## src/rtl/afifo_rd_packer.sv

```systemverilog
// Read-side packer for the 8-bit async FIFO: pops FWFT bytes on rclk and packs them little-endian
// into BYTES-wide words on a valid/ready master port. A flush emits a keep-masked partial word.
module afifo_rd_packer #(
  parameter int unsigned BYTES = 4,
  parameter int unsigned CW    = 16
) (
  input  logic               rclk,
  input  logic               rstn,
  input  logic               fifo_empty,
  input  logic [7:0]         fifo_data,
  output logic               fifo_rd_en,
  input  logic               flush,
  output logic [8*BYTES-1:0] m_data,
  output logic [BYTES-1:0]   m_keep,
  output logic               m_last,
  output logic               m_valid,
  input  logic               m_ready,
  output logic [CW-1:0]      word_cnt
);

  localparam int unsigned CntW = $clog2(BYTES + 1);

  typedef enum logic [0:0] {StCollect, StHold} state_e;

  state_e             state_q, state_d;
  logic [CntW-1:0]    cnt_q, cnt_d;
  logic [CntW-1:0]    fill;
  logic [8*BYTES-1:0] acc_q, acc_d;
  logic [BYTES-1:0]   keep_q, keep_d;
  logic               last_q, last_d;
  logic [CW-1:0]      wcnt_q, wcnt_d;
  logic               pop;
  logic               close;

  // rstn gates the pop so nothing leaves the FIFO while reset is held.
  assign fifo_rd_en = rstn && (state_q == StCollect) && !fifo_empty;
  assign pop        = fifo_rd_en;

  always_comb begin
    state_d = state_q;
    cnt_d   = cnt_q;
    acc_d   = acc_q;
    keep_d  = keep_q;
    last_d  = last_q;
    wcnt_d  = wcnt_q;
    fill    = cnt_q + CntW'(pop);
    close   = 1'b0;

    unique case (state_q)
      StCollect: begin
        for (int k = 0; k < int'(BYTES); k++) begin
          if (pop && (CntW'(k) == cnt_q)) begin
            acc_d[8*k +: 8] = fifo_data;
          end
        end
        // Flush closes the word only if it would carry at least one byte.
        close = (pop && (cnt_q == CntW'(BYTES - 1))) || (flush && (fill != '0));
        if (close) begin
          state_d = StHold;
          cnt_d   = '0;
          last_d  = flush;
          for (int k = 0; k < int'(BYTES); k++) begin
            keep_d[k] = (CntW'(k) < fill);
          end
        end else begin
          cnt_d = fill;
        end
      end
      StHold: begin
        if (m_ready) begin
          state_d = StCollect;
          acc_d   = '0;
          keep_d  = '0;
          last_d  = 1'b0;
          wcnt_d  = wcnt_q + CW'(1);
        end
      end
      default: state_d = StCollect;
    endcase
  end

  always_ff @(posedge rclk or negedge rstn) begin
    if (!rstn) begin
      state_q <= StCollect;
      cnt_q   <= '0;
      acc_q   <= '0;
      keep_q  <= '0;
      last_q  <= 1'b0;
      wcnt_q  <= '0;
    end else begin
      state_q <= state_d;
      cnt_q   <= cnt_d;
      acc_q   <= acc_d;
      keep_q  <= keep_d;
      last_q  <= last_d;
      wcnt_q  <= wcnt_d;
    end
  end

  // Unfilled lanes stay zero because the accumulator is cleared after every handshake.
  assign m_data   = acc_q;
  assign m_keep   = keep_q;
  assign m_last   = last_q;
  assign m_valid  = (state_q == StHold);
  assign word_cnt = wcnt_q;

endmodule
```

## config.mk

```make
export PLATFORM = sky130hd
export DESIGN_NAME = afifo_rd_packer
export DESIGN_NICKNAME = d
export VERILOG_FILES = /design/src/rtl/afifo_rd_packer.sv
export SDC_FILE = /design/constraint.sdc
export NUM_CORES = 1
export LEC_CHECK = 0
export ABC_AREA = 1
export BUFFER_PORTS_ARGS = -buffer_cell sky130_fd_sc_hd__clkbuf_2
export CORE_MARGIN = 5
export CORE_UTILIZATION = 50
export DETAILED_ROUTE_END_ITERATION = 10
export PLACE_DENSITY_LB_ADDON = 0.2
export RECOVER_POWER = 100
export SLEW_MARGIN = 10
export SYNTH_ARGS = -nofsm -noshare
export SYNTH_HDL_FRONTEND = slang
export SYNTH_SLANG_ARGS = --single-unit
```

## constraint.sdc

```tcl
create_clock -name rclk -period 2.2 [get_ports rclk]
set_input_delay 0.11 -clock rclk [delete_from_list [all_inputs] [get_ports rclk]]
set_output_delay 0.11 -clock rclk [all_outputs]
set_load 0.005 [all_outputs]
```

==> metrics.yaml <==
status: "completed"
drc_errors: 0
io_pins: 68
crit_type: "flip-flop to flip-flop"
viasPerCell: 5.03
ys_seq_area_share_pct: 54.0
start_util_pct: 51.8
clkTransAtPathRegs_ns: 0.07
p_sw_share_pct: 35.7
cp-end-kind: "flip-flop"
wire_per_inst_um: 13.9
powerDensity_nw_per_um2: 1200
grt_usage_pct: 20.4
finalCriticalPeriod_ns: 1.97
synth_area_um2: 2640
post-route-period-util_pct: 89.6
netlist-cell-type-count: 28
met3WireLength_um: 297
cp.arrival_ns: 2.24
hold_viol_final: 0
fin_nets: 395
cts_root_buf: "clkbuf_8"
drv_cap: 0
power.switching_w: 0.00138
fp.dieW_um: 82.7
synth_seq_cells: 57
fin_tns_setup_ns: 0
hpwl_um: 4410
crit_required_ns: 2.47
die_h_um: 82.7
synth_fa_ha_area_share_pct: 1.42
clock_path_buffers: 2
skew_ns: 0.00938
worstPathCellList: "inv_2, nand2_4, nor2_8, ha_1, ha_1, nor2_1, nand3_1, nand2_1, nand2_4, nand2_1, nand3_1, nand2_1"
cts_max_level: 3
numPortBuffers: 67
drv_slew: 0
cts_buffers: 9
cpMostUsedCell: "nand2_1"
grt_pass1_wl_um: 10500
area_growth_pct: 22.2
finalSetupViolCount: 0
drt_iter0_markers: 92
grt_pass1_vias: 2258
n_antenna_cell: 0
ant_nets: 0
p_seq_share_pct: 39.9
wl_met1_um: 2890
synth-compound-area-share_pct: 3.31
synth_xor_area_share_pct: 2.32
cts_tree: "done"
wl_um: 6300
grt.overflow.total: 0
ys_warn_count: 0
vias: 2283
tightest_slew_ns: 1.39
firstDrtPassIters: 4
p_leak_nw: 1.72
grt_max_degree: 58
power_frac_comb_pct: 29.2
postSynthAreaPerCell_um2: 8.73
synth_nets: 319
dpl_worst_slack_ns: 0.251
muxShareOfSynthArea_pct: 0
antenna_found_initial: 0
slew_headroom_pct: 7.42
core_um2: 5110
gp_congestion: 0.860
synth-simple-area-share_pct: 33.8
rows: 26
cts_setup_buffers: 0
insertion_delay_ns: 0.34
rsz0062_at_grt: "false"
cpMaxStageDelayCell: "dfrtp_1"
fin_ws_ns: 0.229
wl_met2_um: 3000
die_area_um2: 6840
clkSinkCount: 57
drive_gt1_share_pct: 16.9
hold_class: "input pin to flip-flop"
power_frac_clock_pct: 30.8
path_max_fanout: 9
cpPeakStageDelay_ns: 0.39
timing.fmax_ghz: 0.507
power.internal_w: 0.00249
critPathLaunchType: "flip-flop"
synthCells: 303
synth_top_family_by_area: "simple AND/OR/NAND/NOR gates"
peakVddDrop_uv: 608
top_layer: "met4"
==> cells in the final DEF (no fill, tap or decap) <==
master | synthesis | layout
buf_1 | 1 | 2
nand3_1 | 47 | 47
o21ai_1 | 8 | 1
nor2_8 | 1 | 1
inv_2 | 1 | 1
nor2_4 | 2 | 2
dlygate4sd3_1 | 0 | 1
clkbuf_1 | 3 | 31
o211ai_1 | 1 | 1
clkbuf_4 | 0 | 1
nand2_2 | 4 | 2
nand2_4 | 6 | 4
inv_1 | 27 | 27
xor2_1 | 4 | 4
clkinvlp_4 | 0 | 2
clkinv_4 | 0 | 1
clkbuf_8 | 0 | 9
clkinv_2 | 0 | 1
dfrtp_1 | 57 | 57
bufinv_16 | 0 | 3
nor3_1 | 4 | 5
clkbuf_2 | 0 | 36
a22oi_1 | 1 | 1
xnor2_1 | 3 | 3
nand2_1 | 90 | 94
nand4_1 | 3 | 3
nor2_1 | 23 | 26
nand4_4 | 1 | 1
o22ai_1 | 2 | 2
o21ai_0 | 4 | 11
nand3b_2 | 1 | 1
ha_1 | 3 | 3
==> kinds of logic after synthesis <==
logic type | after synthesis
AOI/OAI and AO/OA | 16
xor gates and xnor gates | 7
adders and majority gates | 3
buffers and inverters | 34
DFF | 57
and+or+nand+nor | 186
==> layer usage <==
metal | track usage (%) | up-vias
met5 | 0 | -
met3 | 3.90 | 10
met1 | 26.3 | 1090
li1 | - | 1126
met2 | 33.7 | 57
met4 | 8.66 | 0
==> cell usage after synthesis <==
cell	n	area share [%]
xor2_1	4	1.3
nand2_1	90	13
buf_1	1	0.14
nand4_1	3	0.71
ha_1	3	1.4
xnor2_1	3	0.99
nor3_1	4	0.76
dfrtp_1	57	54
clkbuf_1	3	0.43
o21ai_0	4	0.76
nand2_4	6	2.6
inv_2	1	0.14
o22ai_1	2	0.47
o211ai_1	1	0.28
a22oi_1	1	0.28
nand4_4	1	0.80
o21ai_1	8	1.5
nor3_2	1	0.38
nor2_8	1	0.76
inv_1	27	3.8
nand2_2	4	0.95
nor2_2	3	0.71
buf_2	1	0.19
nand3b_2	1	0.43
buf_6	1	0.43
nand3_1	47	8.9
nor2_1	23	3.3
nor2_4	2	0.85
==> stage by stage <==
stage	util [%]	std cells	total power (W)	hold slack (ns)	cell area, um2
global route	63.3	454	0.00413	0.0360	3230
detailed placement	60.1	437	0.00280	0.361	3070
global placement	60.1	437	0.00277	0.359	3070
CTS	65.1	454	0.00401	0.00255	3320
finish	63.3	454	0.00387	0.0301	3230
floorplan	-	303	0.00227	-0.186	2640
==> registers in the layout, summed over array words and instances (netlist names) <==
| register | flops |
|---|---|
| m_last | 1 |
| word_cnt | 16 |
| cnt_q | 3 |
| m_data | 32 |
| m_valid | 1 |
| m_keep | 4 |
==> final timing paths <==
kind | startpoint | to | slack (ns) | cells after the start
worst max-delay path | m_valid$_DFF_PN0_ | m_keep[2]$_DFFE_PN0P_ | 0.23 | 12
worst min-delay path | fifo_data[5] | m_data[29]$_DFFE_PN0P_ | 0.03 | 3
worst max register to register | m_valid$_DFF_PN0_ | m_keep[2]$_DFFE_PN0P_ | 0.23 | 12
worst min register to register | m_data[4]$_DFFE_PN0P_ | m_data[4]$_DFFE_PN0P_ | 0.50 | 2
max in group asynchronous | rstn | m_data[7]$_DFFE_PN0P_ | 1.04 | 2
min in group asynchronous | rstn | m_data[27]$_DFFE_PN0P_ | 0.32 | 2
==> what timing repair did <==
action | in CTS | in global routing
resized for setup | 0 | 0
hold buffers | 1 | 0
hold endpoints to repair | 1 | 0
==> power groups by stage <==
stage / registers (W) / clock network (W) / logic, W
2_1_floorplan: 0.00156 / 0 / 0.000709
3_3_place_gp: 0.00156 / 0 / 0.00121
3_5_place_dp: 0.00156 / 0 / 0.00124
4_1_cts: 0.00155 / 0.00121 / 0.00125
5_1_grt: 0.00158 / 0.00125 / 0.00129
6_report: 0.00155 / 0.00119 / 0.00113
==> critical path: cells and delay by family, from the launching register on <==
kind | cells | cell delay, ns
and+or+nand+nor | 9 | 0.96
DFF | 1 | 0.39
buffers and inverters | 1 | 0.15
adders and majority gates | 2 | 0.41
==> final cells by class <==
class	instances	area, um2
fillers	483	1880
well taps	70	87.6
flip-flops and latches	57	1430
inverters	28	105
multi-input cells	212	1050
repair buffers	71	322
clock buffers	9	124
clock inverters	7	119
Power figures use the tool's default switching activity.
